--- src/rtl/pdm_pkg.sv ---
// Shared types and helpers for the PDM sample scheduler.
// Duty words are signed 16-bit, zero is midscale.
package pdm_pkg;

    localparam int DUTY_W = 16;
    localparam logic signed [DUTY_W-1:0] DUTY_SILENT = 16'sh0000;

    typedef enum logic [1:0] {
        IDLE,
        PLAY,
        RAMP,
        MUTED
    } sched_state_t;

    // 17-bit compare keeps -32768 from wrapping when stepped toward zero
    function automatic logic signed [DUTY_W-1:0] ramp_to_zero(
        input logic signed [DUTY_W-1:0] d,
        input logic [DUTY_W-1:0]        step
    );
        logic signed [DUTY_W:0] dx;
        logic signed [DUTY_W:0] sx;
        logic signed [DUTY_W:0] nx;
        logic signed [DUTY_W:0] res;
        dx  = {d[DUTY_W-1], d};
        sx  = {1'b0, step};
        nx  = -sx;
        res = '0;
        if (dx > sx) begin
            res = dx - sx;
        end else if (dx < nx) begin
            res = dx + sx;
        end
        return res[DUTY_W-1:0];
    endfunction

endpackage

--- src/rtl/sample_fifo.sv ---
// Stereo pair FIFO: registered pointers and occupancy count.
// Read data is presented combinationally from the head entry.
module sample_fifo #(
    parameter int DEPTH = 4,
    parameter int W     = 32,
    localparam int AW   = $clog2(DEPTH),
    localparam int CW   = $clog2(DEPTH + 1)
) (
    input  logic          clk,
    input  logic          rst_n,
    input  logic          push,
    input  logic [W-1:0]  wr_data,
    input  logic          pop,
    output logic [W-1:0]  rd_data,
    output logic          full,
    output logic          empty,
    output logic [CW-1:0] count
);

    logic [W-1:0]  mem [DEPTH];
    logic [AW-1:0] wr_ptr;
    logic [AW-1:0] rd_ptr;
    logic          do_push;
    logic          do_pop;

    assign full    = (count == CW'(DEPTH));
    assign empty   = (count == '0);
    assign do_push = push && !full;
    assign do_pop  = pop && !empty;
    assign rd_data = mem[rd_ptr];

    always_ff @(posedge clk) begin
        if (do_push) begin
            mem[wr_ptr] <= wr_data;
        end
    end

    always_ff @(posedge clk or negedge rst_n) begin
        if (!rst_n) begin
            wr_ptr <= '0;
            rd_ptr <= '0;
            count  <= '0;
        end else begin
            if (do_push) begin
                wr_ptr <= wr_ptr + 1'b1;
            end
            if (do_pop) begin
                rd_ptr <= rd_ptr + 1'b1;
            end
            if (do_push && !do_pop) begin
                count <= count + 1'b1;
            end else if (do_pop && !do_push) begin
                count <= count - 1'b1;
            end
        end
    end

endmodule

--- src/rtl/pdm_sample_sched.sv ---
// Sample-rate scheduler: buffers stereo pairs, releases one per
// sample period to the PDM duty registers, ramps to silence on mute.
module pdm_sample_sched
    import pdm_pkg::*;
#(
    parameter int DEPTH                = 4,
    parameter int SAMPLE_DIV           = 1024,
    parameter int PRIME_LVL            = 2,
    parameter logic [15:0] RAMP_STEP   = 16'h0100,
    localparam int FW                  = $clog2(DEPTH + 1),
    localparam int CNT_W               = $clog2(SAMPLE_DIV)
) (
    input  logic               clk,
    input  logic               rst_n,
    input  logic               smpl_vld,
    output logic               smpl_rdy,
    input  logic signed [15:0] lft_smpl,
    input  logic signed [15:0] rght_smpl,
    input  logic               mute,
    output logic signed [15:0] lft_duty,
    output logic signed [15:0] rght_duty,
    output logic               duty_upd,
    output logic               underrun,
    output logic [FW-1:0]      fill
);

    sched_state_t     state;
    sched_state_t     state_nx;
    logic [CNT_W-1:0] cnt;
    logic             tick;
    logic             full;
    logic             empty;
    logic             push;
    logic             pop;
    logic             load;
    logic             ramp;
    logic             ur_nx;
    logic [31:0]      rd_data;

    assign tick     = (cnt == CNT_W'(SAMPLE_DIV - 1));
    assign smpl_rdy = !full;
    assign push     = smpl_vld && smpl_rdy;

    sample_fifo #(
        .DEPTH (DEPTH),
        .W     (32)
    ) u_fifo (
        .clk     (clk),
        .rst_n   (rst_n),
        .push    (push),
        .wr_data ({lft_smpl, rght_smpl}),
        .pop     (pop),
        .rd_data (rd_data),
        .full    (full),
        .empty   (empty),
        .count   (fill)
    );

    always_ff @(posedge clk or negedge rst_n) begin
        if (!rst_n) begin
            cnt <= '0;
        end else if (tick) begin
            cnt <= '0;
        end else begin
            cnt <= cnt + 1'b1;
        end
    end

    always_comb begin
        state_nx = state;
        pop      = 1'b0;
        load     = 1'b0;
        ramp     = 1'b0;
        ur_nx    = 1'b0;
        unique case (state)
            IDLE: begin
                if (mute) begin
                    state_nx = RAMP;
                end else if (fill >= FW'(PRIME_LVL)) begin
                    state_nx = PLAY;
                end
            end
            PLAY: begin
                if (mute) begin
                    state_nx = RAMP;
                end else if (tick && !empty) begin
                    pop  = 1'b1;
                    load = 1'b1;
                end else if (tick) begin
                    ur_nx    = 1'b1;
                    state_nx = IDLE;
                end
            end
            RAMP: begin
                // buffered pairs keep draining so the queue is stale-free
                ramp = tick;
                pop  = tick && !empty;
                if (lft_duty == DUTY_SILENT && rght_duty == DUTY_SILENT) begin
                    state_nx = MUTED;
                end
            end
            MUTED: begin
                pop = tick && !empty;
                if (!mute) begin
                    state_nx = IDLE;
                end
            end
            default: state_nx = IDLE;
        endcase
    end

    always_ff @(posedge clk or negedge rst_n) begin
        if (!rst_n) begin
            state     <= IDLE;
            lft_duty  <= DUTY_SILENT;
            rght_duty <= DUTY_SILENT;
            duty_upd  <= 1'b0;
            underrun  <= 1'b0;
        end else begin
            state    <= state_nx;
            duty_upd <= load || ramp;
            underrun <= ur_nx;
            if (load) begin
                lft_duty  <= rd_data[31:16];
                rght_duty <= rd_data[15:0];
            end else if (ramp) begin
                lft_duty  <= ramp_to_zero(lft_duty, RAMP_STEP);
                rght_duty <= ramp_to_zero(rght_duty, RAMP_STEP);
            end
        end
    end

endmodule

--- config.mk ---
export PLATFORM = sky130hd
export DESIGN_NAME = pdm_sample_sched
export DESIGN_NICKNAME = d
export VERILOG_FILES = /design/src/rtl/pdm_pkg.sv /design/src/rtl/sample_fifo.sv /design/src/rtl/pdm_sample_sched.sv
export SDC_FILE = /design/constraint.sdc
export NUM_CORES = 1
export LEC_CHECK = 0
export ABC_AREA = 1
export CORE_UTILIZATION = 62
export CTS_CLUSTER_DIAMETER = 80
export DETAILED_ROUTE_END_ITERATION = 10
export GPL_TIMING_DRIVEN = 1
export PLACE_DENSITY = 0.85
export SLEW_MARGIN = 25
export SYNTH_ARGS = -nofsm -noshare
export SYNTH_HDL_FRONTEND = slang
export SYNTH_SLANG_ARGS = --single-unit
--- constraint.sdc ---
create_clock -name clk -period 3.9 [get_ports clk]
set_input_delay 0.78 -clock clk [delete_from_list [all_inputs] [get_ports clk]]
set_output_delay 0.78 -clock clk [all_outputs]
set_load 0.005 [all_outputs]
After elaboration in Yosys (flattened, before gate mapping)
Memory sizes are Yosys's and may differ from the RTL's.
Index checks and enable logic that the tools add are counted.
Storage, ports and cells
  word-level logic and storage cells: 84
  output and inout port bits: 38
  RAM bits: 128
  bits in registers: 53
  bits of input ports: 36
  memories kept: 1
Memory list
  u_fifo.mem: words 4, width 32, rd ports 1, clocked after memory_dff 0, wr ports 1, RTL line sample_fifo.sv:20  | logic [W-1:0] mem [DEPTH];
Cells by class
  reductions and logical operators: 20
  muxes and demuxes: 30
  eq/ne operators: 10
  $lt $le $gt $ge: 5
  add/sub/neg operators: 9
Operator list (count)
  $mux W16: 8
  $add A16 B10 Y16 const B: 2
  $gt A16 B10 Y1 const B: 2
  $logic_not A16 Y1: 2
  $lt A16 B9 Y1 const B: 2
  $sub A16 B10 Y16 const B: 2
  $mux W2: 7
  $add A10 B1 Y10 const B: 1
  $eq A10 B10 Y1 const B: 1
  $mux W1: 10
  $mux W10: 1
  $ne A3 B3 Y1 const B: 3
  $pmux W2 S4: 1
  $logic_and A1 B1 Y1: 7
  $mux W3: 2
  $reduce_and A5 Y1: 1
  $add A2 B1 Y2 const B: 2
  $eq A2 B2 Y1 const B: 2
  $logic_not A1 Y1: 4
  $ne A2 B2 Y1 const B: 2
  $reduce_bool A2 Y1: 2
  $add A3 B1 Y3 const B: 1
  $eq A3 B3 Y1 const B: 1
  $ge A3 B2 Y1 const B: 1
  other kinds (7): 7

Longest topological paths before layout
Gate-level depths: netlist of run 1.
  depth in word-level cells: 10
  gate-level depth with buffers: 14
  mapped depth without buffers: 14

Cells and area by module
A second synthesis of run 1 with hierarchy kept.
Unflattened totals
  cells, all modules: 879
  area total of the unflattened synthesis: 8684.6 µm²
By module, submodules not included
  sample_fifo: area each 5562.8 µm², cells each 435, instances 1, sequential area each 4018.9 µm²
  pdm_sample_sched: area each 3121.7 µm², cells each 444, instances 1, sequential area each 1151.1 µm²

Worst setup path before layout of run 1
Ideal clock, no wire load.
  path kind: input port to flip-flop
  start: input port smpl_vld
  end: memory u_fifo.mem[0][0] (enable)
  arrival time: 2.277 ns
  required time: 3.479 ns
  setup slack: 1.202 ns
  stages: 2
  path buffers: 0
  library setup time: 0.421 ns
  cells stage by stage: nand2_1 > nor2_1
Between the ends
  word-level cells in the longest chain between the ends: 4
RTL lines
  start, declared: RTL line pdm_sample_sched.sv:15  | input logic smpl_vld,
  $logic_and A1 B1 Y1: RTL line pdm_sample_sched.sv:42  | assign push = smpl_vld && smpl_rdy;
  $logic_and A1 B1 Y1: RTL line sample_fifo.sv:28  | assign do_push = push && !full;
  $mux W1: RTL line sample_fifo.sv:33  | if (do_push) begin
  $mux W1 (not written as such): RTL line sample_fifo.sv:34  | mem[wr_ptr] <= wr_data;
  end, declared: RTL line sample_fifo.sv:20
No other way between the ends.

Worst setup path in the final report of run 1
  start: input port mute
  end: register u_fifo.count[1]
Between the ends
  word-level cells in the longest chain between the ends: 6
  elaborated cells on any way between the ends: 8
  classes of those cells: 3 x mux; 5 x reduce/logical
RTL lines
  start, declared: RTL line pdm_sample_sched.sv:19  | input logic mute,
  $mux W1 *: RTL line pdm_sample_sched.sv:84  | if (mute) begin
  $pmux W1 S2 *: RTL line pdm_sample_sched.sv:75  | unique case (state)
  $logic_and A1 B1 Y1 *: RTL line sample_fifo.sv:29  | assign do_pop = pop && !empty;
  $logic_not A1 Y1: RTL line sample_fifo.sv:50  | if (do_push && !do_pop) begin
  $logic_and A1 B1 Y1: RTL line sample_fifo.sv:50
  $mux W3 or $reduce_bool A2 Y1 (tied branches)
  end signal, assigned: RTL line sample_fifo.sv:51  | count <= count + 1'b1;
  end signal, assigned: RTL line sample_fifo.sv:53  | count <= count - 1'b1;
  end, declared: RTL line sample_fifo.sv:17  | output logic [CW-1:0] count
Mark *: on every way between the ends. The rest lies on a longest branch, timed or not.
A chain may end at the register's enable or synchronous reset.

==> results of run 1 <==
-- cell type report --
class	count	area [µm²]	area share, %
clock inverter	13	168	1.75
clock buffer	18	429	4.47
tap	172	215	2.24
inverter	52	195	2.03
sequential	181	5170	53.9
multi-input combinational	516	2620	27.3
timing repair buffer	83	801	8.35
-- layout by cell type (no fill, tap or decap), types with 6 or more instances in the layout --
cell type        netlist  final
a21oi_1               10     10
buf_4                  2     10
clkbuf_16              0     17
clkdlybuf4s50_1        0     72
dfrtp_1               53     53
edfxtp_1             128    128
ha_1                  14     14
inv_1                 49     49
nand2_1              154    154
nand2_2                6      6
nand3_1               70     70
nand4_1                7      7
nor2_1               102     98
nor2_4                 6      6
nor3_1                 8      8
o21ai_0               77     77
o22ai_1               32     32
xor2_1                12     12
-- path summary, 6_finish.rpt --
kind | to | depth (start not counted) | from | slack (ns)
worst min-delay path | cnt[4]$_DFF_PN0_ | 1 | rst_n | 0.45
worst max register to register | u_fifo.count[1]$_DFFE_PN0P_ | 13 | cnt[0]$_DFF_PN0_ | 1.33
min in group clk | rght_duty[0]$_DFFE_PN0P_ | 2 | rght_duty[0]$_DFFE_PN0P_ | 0.50
worst min register to register | rght_duty[0]$_DFFE_PN0P_ | 2 | rght_duty[0]$_DFFE_PN0P_ | 0.50
worst max-delay path | u_fifo.count[1]$_DFFE_PN0P_ | 10 | mute | 1.21
max in group asynchronous | rght_duty[7]$_DFFE_PN0P_ | 2 | rst_n | 2.66
-- metrics by stage --
step	hold WS, ns	util [%]	std cells	setup WS (ns)
after global placement	0.480	70.7	1004	0.931
after global routing	0.512	75.4	1035	1.03
final	0.453	75.4	1035	1.21
after floorplan	0.462	-	781	1.20
after CTS	0.475	75.4	1035	1.23
after detailed placement	0.489	70.7	1004	0.792
-- logic make-up after synthesis --
group,Yosys count,synth area share (%)
AND/OR/NAND/NOR,363,19.8
flip-flops,181,63.5
AO/OA/AOI/OAI,121,8.01
buffers and inverters,84,4.41
XOR/XNOR,17,1.83
adder cells (fa/ha/maj),15,2.40
-- worst max-delay path: stages --
cell             delay (ns)
clkdlybuf4s50_1        0.47
nor3_2                 0.31
inv_1                  0.11
a21oi_1                0.31
inv_1                  0.08
ha_1                   0.20
inv_1                  0.12
fa_1                   0.42
nor2_1                 0.14
a21oi_1                0.05
-- state kept, by name, summed over array words and instances (netlist names), 2 cells and up --
name,flops
u_fifo.count,3
u_fifo.rd_ptr,2
lft_duty,16
cnt,10
state,2
rght_duty,16
u_fifo.mem,128
u_fifo.wr_ptr,2
-- where the power goes --
| part | switching (mW) | internal (mW) | total, mW |
|---|---|---|---|
| Sequential | 0.0995 | 2.39 | 2.49 |
| Clock | 0.733 | 1.02 | 1.75 |
| Combinational | 0.389 | 0.195 | 0.584 |
-- per-layer routing --
layer  global-route usage [%]  vias to the layer above  wire length [µm]  share of wire, %
li1                         -                     2818                 -                 -
met3                     6.64                       45              1370               7.5
met4                     14.6                        0               479               2.6
met1                     35.0                     2895              7230                40
met2                     47.7                      255              9060                50
met5                        0                        -                 0                 0
==> impl_metrics.py, run 1 <==
metrics = {
    "power_and_ir_drop": {
        "power.leakage_nw": 3.88,
        "finalPower_mw": 4.83,
        "power_density_nw_per_um2": 503,
        "ir_drop_uv": 431,
    },
    "flow_run": {
        "drv_cap": 0,
    },
    "floorplan": {
        "ios": 74,
        "die_w_um": 117,
        "num_rows": 41,
        "die_area_um2": 13600,
        "initial_core_util_pct": 64.0,
        "core_area_um2": 12700,
        "die_h_um": 117,
    },
    "synth": {
        "syn_nets": 832,
        "synthCells": 781,
        "ys_warn_count": 0,
        "avgSynthCellArea_um2": 10.4,
        "synth_flop_cell": "edfxtp_1",
        "syn_area_um2": 8140,
        "synthTopCellsByCount": "nand2_1, edfxtp_1, nor2_1",
        "synth.most_common_cell": "nand2_1",
        "synth_edf_count": 128,
        "synthArstFlopShare_pct": 29.3,
        "synth_area_leaders": "edfxtp_1, dfrtp_1, nand2_1",
        "yosys.area.top_type": "edfxtp_1",
        "synth_cell_types": 33,
        "yosysSeqAreaShare_pct": 63.5,
        "ys_ff_latch": 181,
        "synth_top_area_share_pct": 47.2,
    },
    "sta": {
        "maxSlewHeadroom_pct": 42.2,
        "grt_setup_unrepaired": "no",
        "drv_slew": 0,
        "setup_viol": 0,
        "fmax_mhz": 371,
        "tightest_slew_ns": 0.865,
        "tns_ns": 0,
        "hold_viol": 0,
        "period_share_pct": 69.1,
        "min_period_ns": 2.69,
        "skew_ns": 0.0109,
    },
    "clock_tree": {
        "postCtsResizedCells": 0,
        "clk_latency_ns": 0.43,
        "clkSinkCount": 181,
        "cts_root_buffer": "clkbuf_16",
        "path_clk_slew_ns": 0.07,
        "holdBufCountCts": 0,
        "cts_buffer_depth": 2,
        "postCtsSetupBuffers": 0,
        "cts_tree": "built",
        "htree_levels": 4,
        "numCtsBuffers": 17,
    },
    "placed_design": {
        "port-buffer-count": 73,
        "place_congestion": 0.856,
        "placed_cell_area_um2": 9000,
        "dp_hpwl_um": 11300,
    },
    "hold_path": {
        "min_path_type": "input pin to async pin",
    },
    "finish": {
        "fill_cells": 830,
        "drive_above_1_share_pct": 7.88,
        "stdcell_area_um2": 9600,
        "diodes": 0,
        "nets": 902,
        "area_delta_synth_final_pct": 17.9,
    },
    "route": {
        "via_per_inst": 5.81,
        "drc": 0,
        "drt-initial-drc-count": 641,
        "wire_per_inst_um": 17.5,
        "vias": 6013,
        "dr.pass1.iters": 6,
        "ant_nets": 0,
        "routed_wirelength_um": 18100,
    },
    "global_routing": {
        "grt.overflow.total": 0,
        "grt_usage_pct": 28.6,
        "grt_max_degree": 67,
        "grt_pass1_wl_um": 28700,
        "first_global_vias": 6036,
        "antenna_found_initial": 0,
    },
    "worst_setup_path": {
        "critPathRequiredTime_ns": 4.21,
        "end_kind": "flip-flop",
        "crit_path_max_fanout": 4,
        "criticalPathCategory": "input pin to flip-flop",
        "crit_arrival_ns": 3.01,
        "cp-start-kind": "input pin",
    },
    "outcome": {
        "status": "finished clean",
    },
}
No activity file was read; power rests on OpenSTA's default activity.
==> inputs of run 2 (changes only) <==
CORE_UTILIZATION = 58   (was 62)
PLACE_DENSITY = 0.8   (was 0.85)
clock period = 2.8 ns   (was 3.9 ns; I/O delays follow)
==> impl_metrics.py, run 2 (synthesized netlist as in run 1, its figures left out) <==
metrics = {
    "power_and_ir_drop": {
        "power_density_nw_per_um2": 679,
        "ir_drop_uv": 482,
        "power.internal_mw": 4.86,
        "switching_share_pct": 25.7,
        "p_switching_mw": 1.68,
        "clockPowerShare_pct": 33.6,
        "comb_power_share_pct": 13.3,
        "power.leakage_nw": 3.89,
        "seq_power_share_pct": 53.1,
    },
    "finish": {
        "top_regs": "u_fifo.mem: 128 flops, lft_duty: 16 flops, rght_duty: 16 flops",
        "postLayoutCoreUtil_pct": 71.6,
        "fill_cells": 963,
        "diodes": 0,
        "final_cell_mix": "nand2_1, edfxtp_1, nor2_1, o21ai_0, clkdlybuf4s50_1",
        "nets": 906,
        "largest_register_ffs": 128,
        "stdcell_area_um2": 9640,
        "layout_commonest_cell": "nand2_1",
        "largest_register": "u_fifo.mem",
        "area_delta_synth_final_pct": 18.4,
        "drive_above_1_share_pct": 8.53,
        "fin_cells": 1044,
    },
    "global_routing": {
        "grt_max_degree": 67,
        "grt_use_met1_pct": 34.3,
        "grt-busiest-layer": "met2",
        "grt_usage_pct": 26.7,
        "grt.overflow.total": 0,
        "grt_util_met3_pct": 5.61,
        "first_global_vias": 5970,
        "grt_pass1_wl_um": 29400,
        "grtUsageMet2_pct": 44.0,
        "antenna_found_initial": 0,
    },
    "sta": {
        "min_period_ns": 2.47,
        "setup_slack_ns": 0.326,
        "maxSlewHeadroom_pct": 56.7,
        "fmax_mhz": 404,
        "tightest_slew_ns": 0.649,
        "drv_slew": 0,
        "skew_ns": 0.00613,
        "grt_setup_unrepaired": "no",
        "setup_viol": 0,
        "tns_ns": 0,
        "period_share_pct": 88.4,
        "hold_viol": 0,
    },
    "placed_design": {
        "placed_cell_area_um2": 9080,
        "port-buffer-count": 73,
        "place_inst": 1011,
        "place_congestion": 0.889,
        "place_ws_ns": 0.181,
        "dp_hpwl_um": 11400,
    },
    "floorplan": {
        "die_h_um": 120,
        "die_area_um2": 14500,
        "die_w_um": 120,
        "initial_core_util_pct": 60.5,
        "core_area_um2": 13500,
        "num_rows": 42,
        "ios": 74,
    },
    "clock_tree": {
        "postCtsResizedCells": 0,
        "path_clk_slew_ns": 0.06,
        "cts_root_buffer": "clkbuf_16",
        "htree_levels": 4,
        "clkSinkCount": 181,
        "cts_tree": "built",
        "clk_latency_ns": 0.43,
        "holdBufCountCts": 1,
        "postCtsSetupBuffers": 0,
        "numCtsBuffers": 17,
        "cts_buffer_depth": 2,
    },
    "route": {
        "routed_wirelength_um": 18200,
        "drc": 0,
        "wire_per_inst_um": 17.4,
        "dr.pass1.iters": 8,
        "vias": 6003,
        "ant_nets": 0,
        "drt-initial-drc-count": 579,
        "via_per_inst": 5.75,
    },
    "worst_setup_path": {
        "cp-start-kind": "flip-flop",
        "end_kind": "flip-flop",
        "critPathRequiredTime_ns": 3.11,
        "crit_path_max_fanout": 5,
        "criticalPathCategory": "flip-flop to flip-flop",
        "crit_arrival_ns": 2.78,
    },
    "flow_run": {
        "drv_cap": 0,
    },
    "outcome": {
        "status": "finished clean",
    },
    "hold_path": {
        "min_path_type": "flip-flop to flip-flop",
    },
}
==> run 2: changes by cell type in the layout (fill, tap and decap cells not counted), moves of 2 or more <==
| cell | change |
|---|---|
| clkbuf_8 | +3 |
| clkinv_1 | -2 |
| bufinv_16 | -3 |
| clkinv_2 | +2 |
| clkinv_4 | +2 |
| buf_12 | +4 |
| inv_8 | -2 |
==> run 2: worst paths after layout <==
path,start,endpoint,slack (ns),cells past startpoint
max,cnt[0]$_DFF_PN0_,u_fifo.count[1]$_DFFE_PN0P_,0.33,13
min,cnt[2]$_DFF_PN0_,cnt[2]$_DFF_PN0_,0.50,1
max reg2reg,cnt[0]$_DFF_PN0_,u_fifo.count[1]$_DFFE_PN0P_,0.33,13
min reg2reg,cnt[2]$_DFF_PN0_,cnt[2]$_DFF_PN0_,0.50,1
max in group asynchronous,rst_n,lft_duty[12]$_DFFE_PN0P_,1.66,3
min in group asynchronous,rst_n,u_fifo.count[0]$_DFFE_PN0P_,0.52,2
==> run 2: power groups by stage <==
| stage | clock network (mW) | registers [mW] | logic, mW |
|---|---|---|---|
| after floorplan | 0 | 3.50 | 0.449 |
| after global placement | 0 | 3.49 | 0.830 |
| after detailed placement | 0 | 3.52 | 0.869 |
| after CTS | 2.22 | 3.47 | 0.880 |
| after global routing | 2.32 | 3.50 | 0.969 |
| final | 2.20 | 3.47 | 0.872 |
==> run 2: cell type report <==
| class | instances | area [µm²] | area share [%] |
|---|---|---|---|
| Sequential cell | 181 | 5170 | 53.7 |
| Multi-Input combinational cell | 516 | 2620 | 27.2 |
| Timing Repair Buffer | 87 | 883 | 9.17 |
| Clock buffer | 22 | 474 | 4.92 |
| Tap cell | 176 | 220 | 2.29 |
| Inverter | 52 | 195 | 2.03 |
| Clock inverter | 10 | 73.8 | 0.766 |
==> run 2: metrics by stage <==
step / hold WS [ns] / total power, mW
4_1_cts: 0.501 / 6.57
2_1_floorplan: 0.264 / 3.95
5_1_grt: 0.536 / 6.78
3_5_place_dp: 0.428 / 4.39
6_report: 0.501 / 6.54
3_3_place_gp: 0.415 / 4.32
==> run 2: worst max-delay path, stage by stage (launching register included) <==
cell	delay [ns]
dfrtp_1	0.37
ha_1	0.20
nand2_1	0.10
nor2_4	0.19
nand2_4	0.10
nor2_8	0.13
nand2_1	0.09
a21oi_1	0.21
inv_1	0.08
ha_1	0.19
inv_1	0.09
fa_1	0.42
nor2_1	0.12
a21oi_1	0.06
==> run 2: routing by layer <==
metal	up-vias	part of all wire [%]
met2	242	50
met5	-	0
met4	0	2.0
li1	2827	-
met1	2902	42
met3	32	6.0
==> patch 1: new RTL, config.mk and constraints of run 2 <==
The output `underrun` loses its register stage (`underrun` becomes a continuous assignment).
--- a/src/rtl/pdm_sample_sched.sv
+++ b/src/rtl/pdm_sample_sched.sv
@@ -115,11 +115,9 @@
             lft_duty  <= DUTY_SILENT;
             rght_duty <= DUTY_SILENT;
             duty_upd  <= 1'b0;
-            underrun  <= 1'b0;
         end else begin
             state    <= state_nx;
             duty_upd <= load || ramp;
-            underrun <= ur_nx;
             if (load) begin
                 lft_duty  <= rd_data[31:16];
                 rght_duty <= rd_data[15:0];
@@ -130,5 +128,7 @@
         end
     end
 
+    assign underrun = ur_nx;
+
 endmodule
 
Formal check against the unedited RTL: same outputs for any inputs over 10 cycles, from zero or initial values and one cycle with rst_n low; that may be too few to reach the edited logic, so the function may still have changed.
==> patch 1 against run 2 <==
  * Wire length up 0.62%
  * Sequential cell count is 1 lower
  * Total power increased by 3.4%
  * Synthesized area shrank 0.31%
  * Combinational power barely moved
  * Final area up 0.97%
  * Setup slack lost 150 ps
==> patch 1: results (changes against run 2) <==
stage,metric,value,unit,change
yosys,ys async rst share,28.9,%,-0.39 points
critical_path,CP endpoint,underrun,,
layout,fraction of area in multi-input gates,27.0,%,-0.12 points
yosys,register area share after synthesis,63.4,%,-0.11 points
timing,relative slew slack,56.5,%,-0.18 points
layout,Final Net Count,909,,+0.33%
critical_path,top cell family by delay on the critical path,simple AND/OR/NAND/NOR gates,,
layout,buffering overhead,9.49,%,+0.32 points
layout,CLK BUF,17,,-23%
layout,Util after Layout,72.3,%,+0.70 points
placement,Setup WS pre-CTS,170,ps,-11.0 ps
route,initial drt markers,661,,+14%
outcome,outcome,completed,,
critical_path,"slowest stage delay, CP",520,ps,+100 ps
layout,Area growth syn-to-layout,19.9,%,
timing,worst hold slack,122,ps,-379 ps
route,DR vias,6087,,+1.4%
placement,DP Wirelength,11.5,mm,+1.1%
route,routed wire length,18.3,mm,+0.62%
critical_path,Reg2Reg Setup Slack,350,ps,+20 ps
yosys,Post-Synth XOR/XNOR Area,1.84,%,+0.0056 points
layout,FILL cells,931,,-3.3%
yosys,Mapped Cells,780,,-0.13%
layout,share of layout cells above drive strength 1,9.30,%,+0.77 points
route,wire per inst,17.5,µm,+0.33%
layout,ClkCell Share,6.31,%,+0.63 points
grt,M2 GR Usage,43.4,%,-0.61 points
critical_path,Slowest cell on crit path,clkdlybuf4s50_1,,
grt,Total GRT Usage,26.3,%,-0.37 points
route,WL met3,1.39,mm,+27%
power_and_ir_drop,Lkg Pwr,3.94,nW,+1.3%
worst_hold_path,min-delay worst type,primary input to asynchronous set/reset pin,,
==> patch 1: cell types whose count changed in the layout (fill, tap and decap cells not counted), sizes merged <==
cell,change
clkinvlp,+2
dfrtp,-1
buf,+5
inv,+3
clkinv,-2
bufinv,+2
dlygate4sd3,-1
clkbuf,-5
==> patch 1: power by group through the flow <==
| stage | Sequential, mW | Combinational [mW] | Clock, mW |
|---|---|---|---|
| 6_report | 3.46 | 0.870 | 2.43 |
| 5_1_grt | 3.49 | 0.954 | 2.55 |
| 4_1_cts | 3.46 | 0.873 | 2.46 |
| 3_5_place_dp | 3.51 | 0.858 | 0 |
| 3_3_place_gp | 3.48 | 0.829 | 0 |
| 2_1_floorplan | 3.49 | 0.449 | 0 |
==> patch 1: timing repair <==
action | in CTS | in global routing
endpoints found under the setup margin | 1 | 1
buffers inserted | 0 | 2
hold endpoints to repair | 0 | 0
gates cloned | 0 | 0
gates resized for setup | 1 | 1
pin swaps | 0 | 1
==> patch 2: new RTL, flow settings as in run 2 <==
Made on the original files. Set the parameter `SAMPLE_DIV` to 512 (it was 1024).
--- a/src/rtl/pdm_sample_sched.sv
+++ b/src/rtl/pdm_sample_sched.sv
@@ -4,7 +4,7 @@
     import pdm_pkg::*;
 #(
     parameter int DEPTH                = 4,
-    parameter int SAMPLE_DIV           = 1024,
+    parameter int SAMPLE_DIV           = 512,
     parameter int PRIME_LVL            = 2,
     parameter logic [15:0] RAMP_STEP   = 16'h0100,
     localparam int FW                  = $clog2(DEPTH + 1),
Check against the original RTL: no difference found for any inputs over 10 cycles, from zero or initial values and one cycle with rst_n low; that may be too few to reach the edited logic, so the function may still have changed.
==> patch 2 against run 2 <==
  * Synthesized area rose by 0.35%
  * Sequential cell count shrank 1
  * Total power grew 2.2%
  * Wire length up 0.45%
  * Worst hold slack worse by 250 ps
  * Final area up 1.4%
  * Setup slack lost 97 ps
  * Critical endpoint unchanged
  * Critical path depth rose by 1
==> patch 2: results (changes against run 2) <==
stage,metric,value,unit,change
outcome,outcome,completed,,
yosys,Synth area leaders,"edfxtp_1 (47%), dfrtp_1 (16%), nand2_1 (11%), nand3_1 (6.1%), inv_1 (3.0%)",,
yosys,register area share after synthesis,63.0,%,-0.53 points
route,Via density,5.65,,-1.8%
power_and_ir_drop,maximum vdd drop,0.568,mV,+18%
timing,post-route clock skew,12.8,ps,+6.62 ps
timing,relative slew slack,47.6,%,-9.1 points
layout,Final Net Count,952,,+5.1%
route,initial drt markers,760,,+31%
route,met2 WL post-DR,9.29,mm,+1.4%
clock_network,post-cts sizing count,0,,unchanged
route,wire per inst,16.8,µm,-3.7%
yosys,Synth top area share,47.1,%,-0.17 points
layout,Largest regs,"u_fifo.mem: 128 flops, lft_duty: 16 flops, rght_duty: 16 flops",,
grt,Total GRT Usage,27.2,%,+0.45 points
power_and_ir_drop,Lkg Pwr,4.08,nW,+4.9%
layout,share of layout cells above drive strength 1,8.54,%,+0.018 points
yosys,"top cells by count, synth","nand2_1 (237), edfxtp_1 (128), nand3_1 (99)",,
grt,number of global-route vias before repair,6050,,+1.3%
placement,gpl congestion,0.898,,+1.0%
critical_path,Reg2Reg Setup Slack,230,ps,-100 ps
critical_path,"slowest stage delay, CP",440,ps,+20 ps
placement,area of placed instances,9140,µm²,+0.72%
yosys,Post-synth EDFFs,128,,unchanged
layout,FILL cells,884,,-8.2%
critical_path,R2R cell count,14,,+1
placement,DP Wirelength,11.3,mm,-0.91%
grt,M2 GR Usage,45.8,%,+1.8 points
grt,largest net degree at the start of global routing,83,,+24%
route,WL met3,1.10,mm,+0.64%
worst_hold_path,min-delay worst type,primary input to asynchronous set/reset pin,,
clock_network,Max clock buf depth,2,,unchanged
route,Metal-1 WL,7.66,mm,+0.91%
yosys,Synth Net Count,874,,+5.0%
grt,GR Layer Usage met3,5.47,%,-0.14 points
yosys,most used flip-flop cell after synthesis,edfxtp_1,,
clock_network,clock slew at reported path FFs,70,ps,
route,uppermost layer routed,met4,,
critical_path,"Arr. time, crit path",2890,ps,+110 ps
route,First-pass DRT Iterations,5,,-3
grt,first-pass GRT wire length,29.9,mm,+1.9%
grt,met1 Use GR,34.9,%,+0.65 points
critical_path,"Max FO, Critical Path",3,,-2
yosys,ys async rst share,28.9,%,-0.39 points
critical_path,Slowest cell on crit path,fa_1,,
power_and_ir_drop,NetSw,1.67,mW,-0.46%
patch 2: area by class of cell:
type                       instances  area, µm²  share of cell area (%)
clock buffer                      17        425                    4.35
timing repair buffer              89        896                    9.17
inverter                          73        274                    2.80
clock inverter                    15        194                    1.98
sequential                       180       5150                    52.7
tap                              176        220                    2.25
multi-input combinational        539       2620                    26.8
patch 2: worst min-delay path by stage:
stage | cells after the start | startpoint | slack, ps | endpoint
finish | 2 | rst_n | 250 | lft_duty[13]
global route | 2 | rst_n | 300 | lft_duty[12]
CTS | 2 | rst_n | 280 | lft_duty[13]
detailed placement | 1 | cnt[0] | 470 | cnt[0]
global placement | 1 | cnt[0] | 440 | cnt[0]
floorplan | 0 | rst_n | 260 | cnt[0]
patch 2: per-stage QoR:
step	std cells	total power [mW]	utilization, %	worst slack [ps]
2_1_floorplan	822	3.82	-	265
5_1_grt	1089	6.91	72.4	13.6
3_5_place_dp	1056	4.23	67.7	192
6_report	1089	6.68	72.4	229
3_3_place_gp	1056	4.17	67.7	283
4_1_cts	1088	6.72	72.3	177
patch 2: cell families after synthesis:
| family | count (synthesis) | share of synthesized area (%) |
|---|---|---|
| AO/OA/AOI/OAI | 84 | 5.41 |
| XOR/XNOR | 12 | 1.29 |
| adder cells (fa/ha/maj) | 16 | 2.54 |
| buffers and inverters | 103 | 5.10 |
| flip-flops | 180 | 63.0 |
| AND/OR/NAND/NOR | 427 | 22.6 |
patch 2: power groups by stage:
stage	combinational, mW	clock [mW]	sequential [mW]
global route	0.834	2.63	3.45
global placement	0.716	0	3.45
detailed placement	0.757	0	3.47
finish	0.752	2.50	3.43
CTS	0.763	2.53	3.42
floorplan	0.360	0	3.46
